$ cat src/rtl/arm_uart_tx.sv
// Memory-mapped 8N1 UART transmitter on the core's data-RAM bus.
// STATUS at BASE_ADDR, TXDATA at BASE_ADDR+4, FIFO-buffered serializer.
module arm_uart_tx #(
    parameter int unsigned CLK_DIV    = 16,
    parameter int unsigned FIFO_DEPTH = 8,
    parameter logic [31:0] BASE_ADDR  = 32'hE000_0000
) (
    input  logic        clk,
    input  logic        rst,
    input  logic        ram_cen,
    input  logic        ram_wen,
    input  logic [3:0]  ram_flag,
    input  logic [31:0] ram_addr,
    input  logic [31:0] ram_wdata,
    output logic [31:0] uart_rdata,
    output logic        uart_rsel,
    output logic        txd,
    output logic        tx_idle
);

    localparam int unsigned PtrW      = $clog2(FIFO_DEPTH);
    localparam int unsigned CntBits   = PtrW + 1;
    localparam int unsigned BaudW     = $clog2(CLK_DIV);
    localparam int unsigned BaudLastI = CLK_DIV - 1;
    localparam logic [CntBits-1:0] Depth    = FIFO_DEPTH[CntBits-1:0];
    localparam logic [BaudW-1:0]   BaudLast = BaudLastI[BaudW-1:0];
    localparam logic [31:0]        DataAddr = BASE_ADDR + 32'd4;

    typedef enum logic [1:0] {StIdle, StStart, StData, StStop} state_e;

    logic [7:0]         mem [FIFO_DEPTH];
    logic [PtrW-1:0]    wr_ptr_q, rd_ptr_q;
    logic [CntBits-1:0] count_q;
    logic               ovf_q;

    state_e             state_q, state_d;
    logic [BaudW-1:0]   baud_q, baud_d;
    logic [2:0]         bit_q, bit_d;
    logic [7:0]         shift_q, shift_d;
    logic               pop;

    logic status_hit, data_hit, data_wr, ovf_clr, rd_hit;
    logic full, busy, push, baud_end;
    logic [7:0]  count8;
    logic [31:0] status_word;
    logic        unused_bits;

    assign status_hit = ram_cen && (ram_addr == BASE_ADDR);
    assign data_hit   = ram_cen && (ram_addr == DataAddr);
    assign data_wr    = data_hit && ram_wen && ram_flag[0];
    assign ovf_clr    = status_hit && ram_wen && ram_flag[0] && ram_wdata[2];
    assign rd_hit     = (status_hit || data_hit) && !ram_wen;

    assign full     = (count_q == Depth);
    assign busy     = (count_q != '0) || (state_q != StIdle);
    // Room is judged on the pre-edge count; a same-cycle pop does not free a slot.
    assign push     = data_wr && !full;
    assign baud_end = (baud_q == BaudLast);

    assign count8      = 8'(count_q);
    assign status_word = {16'h0000, count8, 5'b00000, ovf_q, busy, full};
    assign tx_idle     = (count_q == '0) && (state_q == StIdle);
    assign unused_bits = ^{ram_flag[3:1], ram_wdata[31:8]};

    always_ff @(posedge clk) begin
        if (push) begin
            mem[wr_ptr_q] <= ram_wdata[7:0];
        end
    end

    always_ff @(posedge clk) begin
        if (rst) begin
            wr_ptr_q <= '0;
            rd_ptr_q <= '0;
            count_q  <= '0;
            ovf_q    <= 1'b0;
        end else begin
            if (push) wr_ptr_q <= wr_ptr_q + PtrW'(1);
            if (pop)  rd_ptr_q <= rd_ptr_q + PtrW'(1);
            if (push && !pop) begin
                count_q <= count_q + CntBits'(1);
            end else if (!push && pop) begin
                count_q <= count_q - CntBits'(1);
            end
            if (data_wr && full) begin
                ovf_q <= 1'b1;
            end else if (ovf_clr) begin
                ovf_q <= 1'b0;
            end
        end
    end

    // Read port mirrors RAM latency: data and select valid one cycle after the request.
    always_ff @(posedge clk) begin
        if (rst) begin
            uart_rdata <= '0;
            uart_rsel  <= 1'b0;
        end else begin
            uart_rsel <= rd_hit;
            if (rd_hit) begin
                uart_rdata <= status_hit ? status_word : 32'h0;
            end
        end
    end

    always_ff @(posedge clk) begin
        if (rst) begin
            state_q <= StIdle;
            baud_q  <= '0;
            bit_q   <= '0;
            shift_q <= '0;
        end else begin
            state_q <= state_d;
            baud_q  <= baud_d;
            bit_q   <= bit_d;
            shift_q <= shift_d;
        end
    end

    always_comb begin
        state_d = state_q;
        baud_d  = baud_q;
        bit_d   = bit_q;
        shift_d = shift_q;
        pop     = 1'b0;
        txd     = 1'b1;
        unique case (state_q)
            StIdle: begin
                if (count_q != '0) begin
                    pop     = 1'b1;
                    shift_d = mem[rd_ptr_q];
                    baud_d  = '0;
                    state_d = StStart;
                end
            end
            StStart: begin
                txd = 1'b0;
                if (baud_end) begin
                    baud_d  = '0;
                    bit_d   = '0;
                    state_d = StData;
                end else begin
                    baud_d = baud_q + BaudW'(1);
                end
            end
            StData: begin
                txd = shift_q[0];
                if (baud_end) begin
                    baud_d  = '0;
                    shift_d = {1'b0, shift_q[7:1]};
                    bit_d   = bit_q + 3'd1;
                    if (bit_q == 3'd7) state_d = StStop;
                end else begin
                    baud_d = baud_q + BaudW'(1);
                end
            end
            StStop: begin
                if (baud_end) begin
                    baud_d  = '0;
                    state_d = StIdle;
                end else begin
                    baud_d = baud_q + BaudW'(1);
                end
            end
            default: state_d = StIdle;
        endcase
    end

endmodule
$ cat config.mk
export PLATFORM = sky130hd
export DESIGN_NAME = arm_uart_tx
export DESIGN_NICKNAME = d
export VERILOG_FILES = /design/src/rtl/arm_uart_tx.sv
export SDC_FILE = /design/constraint.sdc
export NUM_CORES = 1
export LEC_CHECK = 0
export CAP_MARGIN = 20
export CORE_MARGIN = 8
export CORE_UTILIZATION = 47
export CTS_BUF_LIST = sky130_fd_sc_hd__clkbuf_8
export DETAILED_ROUTE_END_ITERATION = 10
export MAX_ROUTING_LAYER = met4
export PLACE_DENSITY_LB_ADDON = 0.05
export SETUP_SLACK_MARGIN = 0.4
export SLEW_MARGIN = 15
export SYNTH_ARGS = -nofsm -noshare
export SYNTH_HDL_FRONTEND = slang
export SYNTH_SLANG_ARGS = --single-unit
$ cat constraint.sdc
create_clock -name clk -period 2.79 [get_ports clk]
set_input_delay 0.279 -clock clk [delete_from_list [all_inputs] [get_ports clk]]
set_output_delay 0.279 -clock clk [all_outputs]
set_load 0.02 [all_outputs]
==> flow_metrics.py, run 1 <==
metrics = {
    "pwr": {
        "design_power_total_mw": 4.29,
        "clock_power_share": 0.219,
        "power.share.switching": 0.322,
        "power_per_cell_area_mw_per_mm2": 767,
        "power_leakage_nw": 2.04,
        "combinationalPowerShare": 0.355,
        "power_report.internal_total_mw": 2.90,
        "power.share.sequential": 0.426,
        "irDropWorstVdd_v": 0.000330,
        "switching_power_mw": 1.38,
    },
    "timing": {
        "fin_skew_ps": 13.0,
        "finalCriticalPeriod_ps": 2540,
        "fin_max_slew_vios": 0,
        "finalSetupViolations": 0,
        "report.final.hold_viol_count": 0,
        "final_min_period_over_clock_period": 0.912,
        "grt_setup_unrepaired": "true",
        "finalSetupTns_ps": 0,
        "worst-slew-pin-transition_ps": 523,
        "slew_headroom": 0.651,
        "clock.fmax_mhz": 393,
    },
    "clock_network": {
        "worst_setup_hold_path_clk_slew_ps": 100,
        "ctsLongestPathBuffers": 2,
        "clkSinkCount": 103,
        "ctsHoldBuffers": 0,
        "worstSkewPairLatency_ps": 350,
        "cts_inserted_buffers": 9,
        "clock_tree.htree_level_count": 3,
        "tritoncts": "built",
        "cts.root.buffer_cell": "sky130_fd_sc_hd__clkbuf_8",
    },
    "route": {
        "drt-vias-per-instance": 5.09,
        "drt_pre_antenna_iters": 4,
        "totalWireLength_um": 8870,
        "drt.antenna.violating_nets": 0,
        "drc": 0,
        "wl_per_cell_um": 15.9,
        "vias": 2836,
        "drt_first_iter_violations": 142,
    },
    "floorplanning": {
        "io_pins": 107,
        "dieWidth_um": 114,
        "die-area_mm2": 0.0130,
        "initial_core_util": 0.486,
        "rows": 35,
        "core_region_area_mm2": 0.00928,
        "dieHeight_um": 114,
    },
    "layout": {
        "insertedDiodeCount": 0,
        "number_of_nets_in_the_layout": 508,
        "layout-drive-gt1-share": 0.203,
        "num-fill-cells": 772,
        "area_growth_synth_to_finish_pct": 23.8,
    },
    "logic_synthesis": {
        "ys_seq_elements": 103,
        "yosysSeqAreaShare": 0.599,
        "post_synth.cell_area_avg_um2": 12.9,
        "synth-edff-count": 64,
        "synthDistinctLibCells": 44,
        "synth_cell_area_mm2": 0.00451,
        "synth-main-ff-cell": "sky130_fd_sc_hd__edfxtp_1",
        "synth_most_common_cell": "sky130_fd_sc_hd__edfxtp_1",
        "async_set_or_reset_flop_fraction_in_the_synthesized_netlist": 0,
        "synth.yosys.warnings": 0,
        "synth.cells.most_frequent": "sky130_fd_sc_hd__edfxtp_1, sky130_fd_sc_hd__nor2_1, sky130_fd_sc_hd__dfxtp_1",
        "netlist.top_cell.by_area": "sky130_fd_sc_hd__edfxtp_1",
        "synth_area_leaders": "sky130_fd_sc_hd__edfxtp_1, sky130_fd_sc_hd__dfxtp_1, sky130_fd_sc_hd__mux4_2, sky130_fd_sc_hd__buf_4, sky130_fd_sc_hd__nor2_1",
        "netlist_instances": 350,
        "synth_top_area_share": 0.426,
    },
    "worst_setup_path": {
        "worst-path-max-fanout": 4,
        "critical_path.endpoint_type": "register",
        "path_class": "reg -> reg",
        "data_arrival_time_at_the_worst_slack_endpoint_ps": 2820,
        "startpoint_type": "register",
        "worst_path_required_ps": 3070,
        "worst-r2r-cell-count": 11,
    },
    "outcome": {
        "outcome": "complete, no violations",
    },
    "global_route": {
        "antenna_found_initial": 0,
        "wire_length_of_the_first_global_routing_pass_um": 14100,
        "grt.overflow.total": 0,
        "first_global_vias": 2846,
        "gr-usage-all-layers": 0.141,
        "maximum_number_of_pins_on_one_net_before_global_route_repair": 39,
    },
    "placed_design": {
        "detailedPlacementHpwl_um": 6150,
        "io_buf_count": 54,
        "place_congestion": 0.778,
    },
    "run": {
        "maxCapViolations": 0,
    },
    "worst_hold_path": {
        "holdPathStages": 2,
        "holdCritPathClass": "reg -> reg",
    },
}
==> layout by cell type, fill, tap and decap left out, types with 4 or more instances in the layout <==
cell type                         synthesis  layout
sky130_fd_sc_hd__o211ai_1                 5       5
sky130_fd_sc_hd__buf_4                   25      26
sky130_fd_sc_hd__dlymetal6s2s_1           0      11
sky130_fd_sc_hd__nor2_1                  41      41
sky130_fd_sc_hd__clkdlybuf4s50_1          0      43
sky130_fd_sc_hd__nand2b_1                10      10
sky130_fd_sc_hd__nand3_1                  4       4
sky130_fd_sc_hd__ha_1                    12       9
sky130_fd_sc_hd__edfxtp_1                64      64
sky130_fd_sc_hd__or3b_1                   5       5
sky130_fd_sc_hd__conb_1                   1      25
sky130_fd_sc_hd__dfxtp_1                 39      35
sky130_fd_sc_hd__clkbuf_8                 0       9
sky130_fd_sc_hd__mux2i_1                  5       5
sky130_fd_sc_hd__a21oi_1                 22      21
sky130_fd_sc_hd__mux4_2                  16      16
sky130_fd_sc_hd__dfxtp_4                  0       4
sky130_fd_sc_hd__nor4_2                   1       5
sky130_fd_sc_hd__inv_1                    6       6
sky130_fd_sc_hd__nand2_1                 22      22
sky130_fd_sc_hd__mux2_2                   8       8
sky130_fd_sc_hd__nor3_1                   4       4
==> critical path, cell delays in order (launching register included) <==
cell and delay, ps:
sky130_fd_sc_hd__dfxtp_4 350, sky130_fd_sc_hd__or4b_4 560, sky130_fd_sc_hd__nand4_1 140, sky130_fd_sc_hd__nor4_4 70, sky130_fd_sc_hd__ha_2 180, sky130_fd_sc_hd__inv_2 80, sky130_fd_sc_hd__ha_4 190, sky130_fd_sc_hd__a21o_1 180
sky130_fd_sc_hd__a21oi_2 180, sky130_fd_sc_hd__xnor2_2 100, sky130_fd_sc_hd__or3_1 300, sky130_fd_sc_hd__a21oi_1 130
==> state kept, by name, indices dropped and copies added (netlist names), named ones only <==
name and cells:
mem 64, uart_rdata 7, ovf_q 1, count_q 4, uart_rsel 1, shift_q 8
wr_ptr_q 3, state_q 2, baud_q 4, bit_q 3, rd_ptr_q 3
==> what timing repair did <==
item,in CTS,in global routing
endpoints found under the setup margin,4,5
pin swaps,3,15
gates cloned,0,0
setup buffers,1,4
gates resized for setup,4,25
==> through the flow <==
stage | util | cell area (µm²) | hold slack, ps | instances | worst slack [ps]
CTS | 0.589 | 5470 | 456 | 553 | 218
floorplan | - | 4640 | 378 | 374 | 281
global placement | 0.565 | 5250 | 439 | 536 | -124
global route | 0.602 | 5590 | 467 | 557 | 159
finish | 0.602 | 5590 | 456 | 557 | 245
detailed placement | 0.565 | 5250 | 441 | 536 | -168
==> logic make-up (layout without fill, tap and decap cells) <==
group / count (synthesis) / after routing / synth area share
DFF: 103 / 103 / 0.599
adders and majority gates: 13 / 13 / 0.0377
xor gates and xnor gates: 6 / 6 / 0.0116
AOI/OAI and AO/OA: 41 / 41 / 0.0549
and+or+nand+nor: 108 / 108 / 0.121
buffers and inverters: 48 / 102 / 0.0615
other: 1 / 25 / 0.000831
muxes: 30 / 30 / 0.113
==> final cells by class <==
type	instances	area, µm²	area share
inverters	6	22.5	0.00403
well taps	129	161	0.0289
clock inverters	7	78.8	0.0141
flip-flops and latches	103	2720	0.486
multi-input cells	223	1720	0.308
clock buffers	9	124	0.0222
repair buffers	80	763	0.137
==> power groups by stage <==
stage	combinational, mW	sequential, mW	clock, mW
4_1_cts	1.44	1.82	0.973
5_1_grt	1.69	1.84	1.04
3_5_place_dp	1.42	1.85	0
3_3_place_gp	1.38	1.85	0
6_report	1.52	1.83	0.939
2_1_floorplan	1.06	1.83	0
==> per-layer routing <==
metal  vias to the layer above  GRT usage  wire (µm)
li1                       1376          -          -
met1                      1364      0.188       4200
met2                        94      0.218       4130
met3                         2     0.0301        525
met4                         0     0.0293         16
met5                         -          -          0
==> path summary, 6_finish.rpt <==
| check | to | slack (ps) | from |
|---|---|---|---|
| setup / recovery | count_q[3] | 250 | count_q[2] |
| hold reg to reg | shift_q[3] | 460 | shift_q[3] |
| setup reg to reg | count_q[3] | 250 | count_q[2] |
| hold / removal | shift_q[3] | 460 | shift_q[3] |
No activity file was read; power rests on OpenSTA's default activity.
==> run 2: changes to the inputs <==
--- a/config.mk
+++ b/config.mk
@@ -7,3 +7,2 @@
 export LEC_CHECK = 0
-export CAP_MARGIN = 20
 export CORE_MARGIN = 8
@@ -12,2 +11,3 @@
 export DETAILED_ROUTE_END_ITERATION = 10
+export GPL_TIMING_DRIVEN = 0
 export MAX_ROUTING_LAYER = met4
--- a/constraint.sdc
+++ b/constraint.sdc
@@ -3,2 +3,2 @@
 set_output_delay 0.279 -clock clk [all_outputs]
-set_load 0.02 [all_outputs]
+set_load 0.1 [all_outputs]
==> run 2 against run 1 <==
  * Setup slack gained 42 ps
  * Clock power increased by 15%
  * Flip-flop and latch count did not move
  * Routed wire length increased by 4.6%
  * Die area unchanged
  * Fmax rose by 1.7%
  * Worst hold slack gained 0.52 ps
  * Critical path depth stayed put
  * Non-clock buffer count grew 28
  * Cell area grew 3.5%
  * Combinational power rose by 20%
  * Via count grew 2.6%
==> flow_metrics.py, run 2 (synthesis results as in run 1) <==
metrics = {
    "clock_network": {
        "cts_inserted_buffers": 9,
        "clkSinkCount": 103,
        "tritoncts": "built",
        "worst_setup_hold_path_clk_slew_ps": 100,
        "clock_tree.htree_level_count": 3,
        "cts.root.buffer_cell": "sky130_fd_sc_hd__clkbuf_8",
        "ctsLongestPathBuffers": 2,
        "worstSkewPairLatency_ps": 370,
    },
    "global_route": {
        "first_global_vias": 2967,
        "gr-usage-all-layers": 0.149,
        "maximum_number_of_pins_on_one_net_before_global_route_repair": 20,
        "global_route.peak_usage_layer": "met2",
        "antenna_found_initial": 0,
        "grtUsageMet1": 0.197,
        "globalRouteMet2Util": 0.225,
        "met3_usage_grt": 0.0449,
        "wire_length_of_the_first_global_routing_pass_um": 14700,
        "grt.overflow.total": 0,
    },
    "layout": {
        "layout.cells.most_common_list": "sky130_fd_sc_hd__edfxtp_1, sky130_fd_sc_hd__clkdlybuf4s50_1, sky130_fd_sc_hd__buf_4",
        "largest_registers": "mem (64), shift_q (8), uart_rdata (7)",
        "layoutNonFillerInstCount": 585,
        "num-fill-cells": 773,
        "most_common_library_cell_in_the_layout_ignoring_fill_and_taps": "sky130_fd_sc_hd__edfxtp_1",
        "insertedDiodeCount": 0,
        "area_growth_synth_to_finish_pct": 28.0,
        "area.sequential_mm2": 0.00272,
        "layout-drive-gt1-share": 0.263,
        "largest_register_ff_count": 64,
        "largest_register": "mem",
        "number_of_nets_in_the_layout": 536,
        "fin_area_mm2": 0.00578,
        "multi_input_area_mm2": 0.00175,
    },
    "worst_setup_path": {
        "critical_path.endpoint_type": "register",
        "startpoint_type": "register",
        "reg2reg_to": "count_q[3]",
        "path_class": "reg -> reg",
        "worst_path_required_ps": 3090,
        "worst-r2r-cell-count": 11,
        "data_arrival_time_at_the_worst_slack_endpoint_ps": 2800,
        "timing.rr.start": "count_q[0]",
        "worst-path-max-fanout": 3,
        "ff2ff_setup_slack_ps": 290,
    },
    "outcome": {
        "outcome": "complete, no violations",
    },
    "placed_design": {
        "place.detailed.instances": 558,
        "io_buf_count": 54,
        "place_congestion": 0.724,
        "placedInstanceArea_mm2": 0.00537,
        "detailedPlacementHpwl_um": 6580,
    },
    "floorplanning": {
        "dieHeight_um": 114,
        "rows": 35,
        "dieWidth_um": 114,
        "initial_core_util": 0.486,
        "core_region_area_mm2": 0.00928,
        "die-area_mm2": 0.0130,
        "io_pins": 107,
    },
    "timing": {
        "fin_skew_ps": 19.0,
        "finalSetupTns_ps": 0,
        "report.final.hold_viol_count": 0,
        "final_min_period_over_clock_period": 0.897,
        "slew_headroom": 0.344,
        "fin_max_slew_vios": 0,
        "finalCriticalPeriod_ps": 2500,
        "grt_setup_unrepaired": "true",
        "clock.fmax_mhz": 400,
        "finalSetupViolations": 0,
        "worst-slew-pin-transition_ps": 981,
    },
    "route": {
        "drt.antenna.violating_nets": 0,
        "wl_per_cell_um": 15.9,
        "drt-vias-per-instance": 4.98,
        "drc": 0,
        "totalWireLength_um": 9270,
        "vias": 2911,
        "drt_pre_antenna_iters": 4,
        "drt_first_iter_violations": 114,
    },
    "worst_hold_path": {
        "critical_hold_path_startpoint": "shift_q[5]",
        "holdCritPathClass": "reg -> reg",
        "holdPathStages": 2,
        "hold_end": "shift_q[5]",
    },
    "pwr": {
        "power_per_cell_area_mw_per_mm2": 816,
        "power_leakage_nw": 2.12,
        "irDropWorstVdd_v": 0.000472,
        "design_power_total_mw": 4.72,
    },
    "run": {
        "maxCapViolations": 0,
    },
}
run 2: changes by cell type in the layout (fill, tap and decap cells not counted), moves of 4 or more:
| cell | delta |
|---|---|
| sky130_fd_sc_hd__buf_2 | +4 |
| sky130_fd_sc_hd__buf_4 | +10 |
| sky130_fd_sc_hd__clkbuf_1 | +7 |
| sky130_fd_sc_hd__clkbuf_2 | +4 |
| sky130_fd_sc_hd__clkdlybuf4s50_1 | -5 |
| sky130_fd_sc_hd__dlygate4sd2_1 | +11 |
| sky130_fd_sc_hd__dlymetal6s2s_1 | -8 |
| sky130_fd_sc_hd__nor2_1 | -6 |
| sky130_fd_sc_hd__nor2_2 | +6 |
run 2: worst max path at each step:
| stage | start | to | slack [ps] | depth (start not counted) |
|---|---|---|---|---|
| final | count_q[0] | count_q[3] | 290 | 11 |
| after global routing | count_q[0] | count_q[3] | 190 | 11 |
| after CTS | count_q[0] | count_q[3] | 260 | 11 |
| after detailed placement | ram_addr[20] | count_q[3] | -460 | 12 |
| after global placement | ram_addr[20] | mem[4][0] | -710 | 6 |
| after floorplan | state_q[0] | txd | 280 | 5 |
run 2: power breakdown:
group          switching, mW  internal [mW]  leakage, nW
Sequential            0.0738           1.75        0.896
Clock                  0.554          0.526        0.118
Combinational           1.08          0.739         1.11
run 2: what timing repair did:
item	4_1_cts	5_1_grt
setup buffers	10	1
setup endpoints to repair	66	7
resized for setup	42	21
hold buffers	0	0
pin swaps	15	6
run 2: per-layer routing:
| layer | vias to the layer above | routed length (µm) |
|---|---|---|
| li1 | 1437 | - |
| met2 | 93 | 4110 |
| met5 | - | 0 |
| met1 | 1374 | 4550 |
| met4 | 0 | 64 |
| met3 | 7 | 554 |
run 2: final cells by class:
type                    instances  share of cell area
plain buffers                  42              0.0463
clock buffers                   9              0.0214
clock inverters                 7              0.0188
inverters                       6             0.00433
multi-input cells             223               0.302
flip-flops and latches        103               0.471
well taps                     129              0.0279
repair buffers                 66               0.109
run 2: worst max-delay path: stages (launching register included):
cell	delay, ps
sky130_fd_sc_hd__dfxtp_4	350
sky130_fd_sc_hd__or4b_4	550
sky130_fd_sc_hd__nand4_1	130
sky130_fd_sc_hd__nor4_4	70
sky130_fd_sc_hd__ha_2	200
sky130_fd_sc_hd__inv_4	70
sky130_fd_sc_hd__ha_4	190
sky130_fd_sc_hd__a21o_1	180
sky130_fd_sc_hd__a21oi_2	160
sky130_fd_sc_hd__xnor2_2	80
sky130_fd_sc_hd__or3_1	340
sky130_fd_sc_hd__a21oi_1	120
run 2: stage by stage:
stage | setup slack [ps] | hold slack, ps | util
floorplan | 280 | 378 | -
global placement | -713 | 438 | 0.576
detailed placement | -456 | 443 | 0.578
CTS | 263 | 457 | 0.616
global route | 185 | 469 | 0.623
finish | 288 | 456 | 0.623
==> run 3: changes to the inputs <==
- SKIP_LAST_GASP: unset -> 1
==> results of run 3 <==
Same layout as run 2: the final DEF is identical, and so are final timing and power.
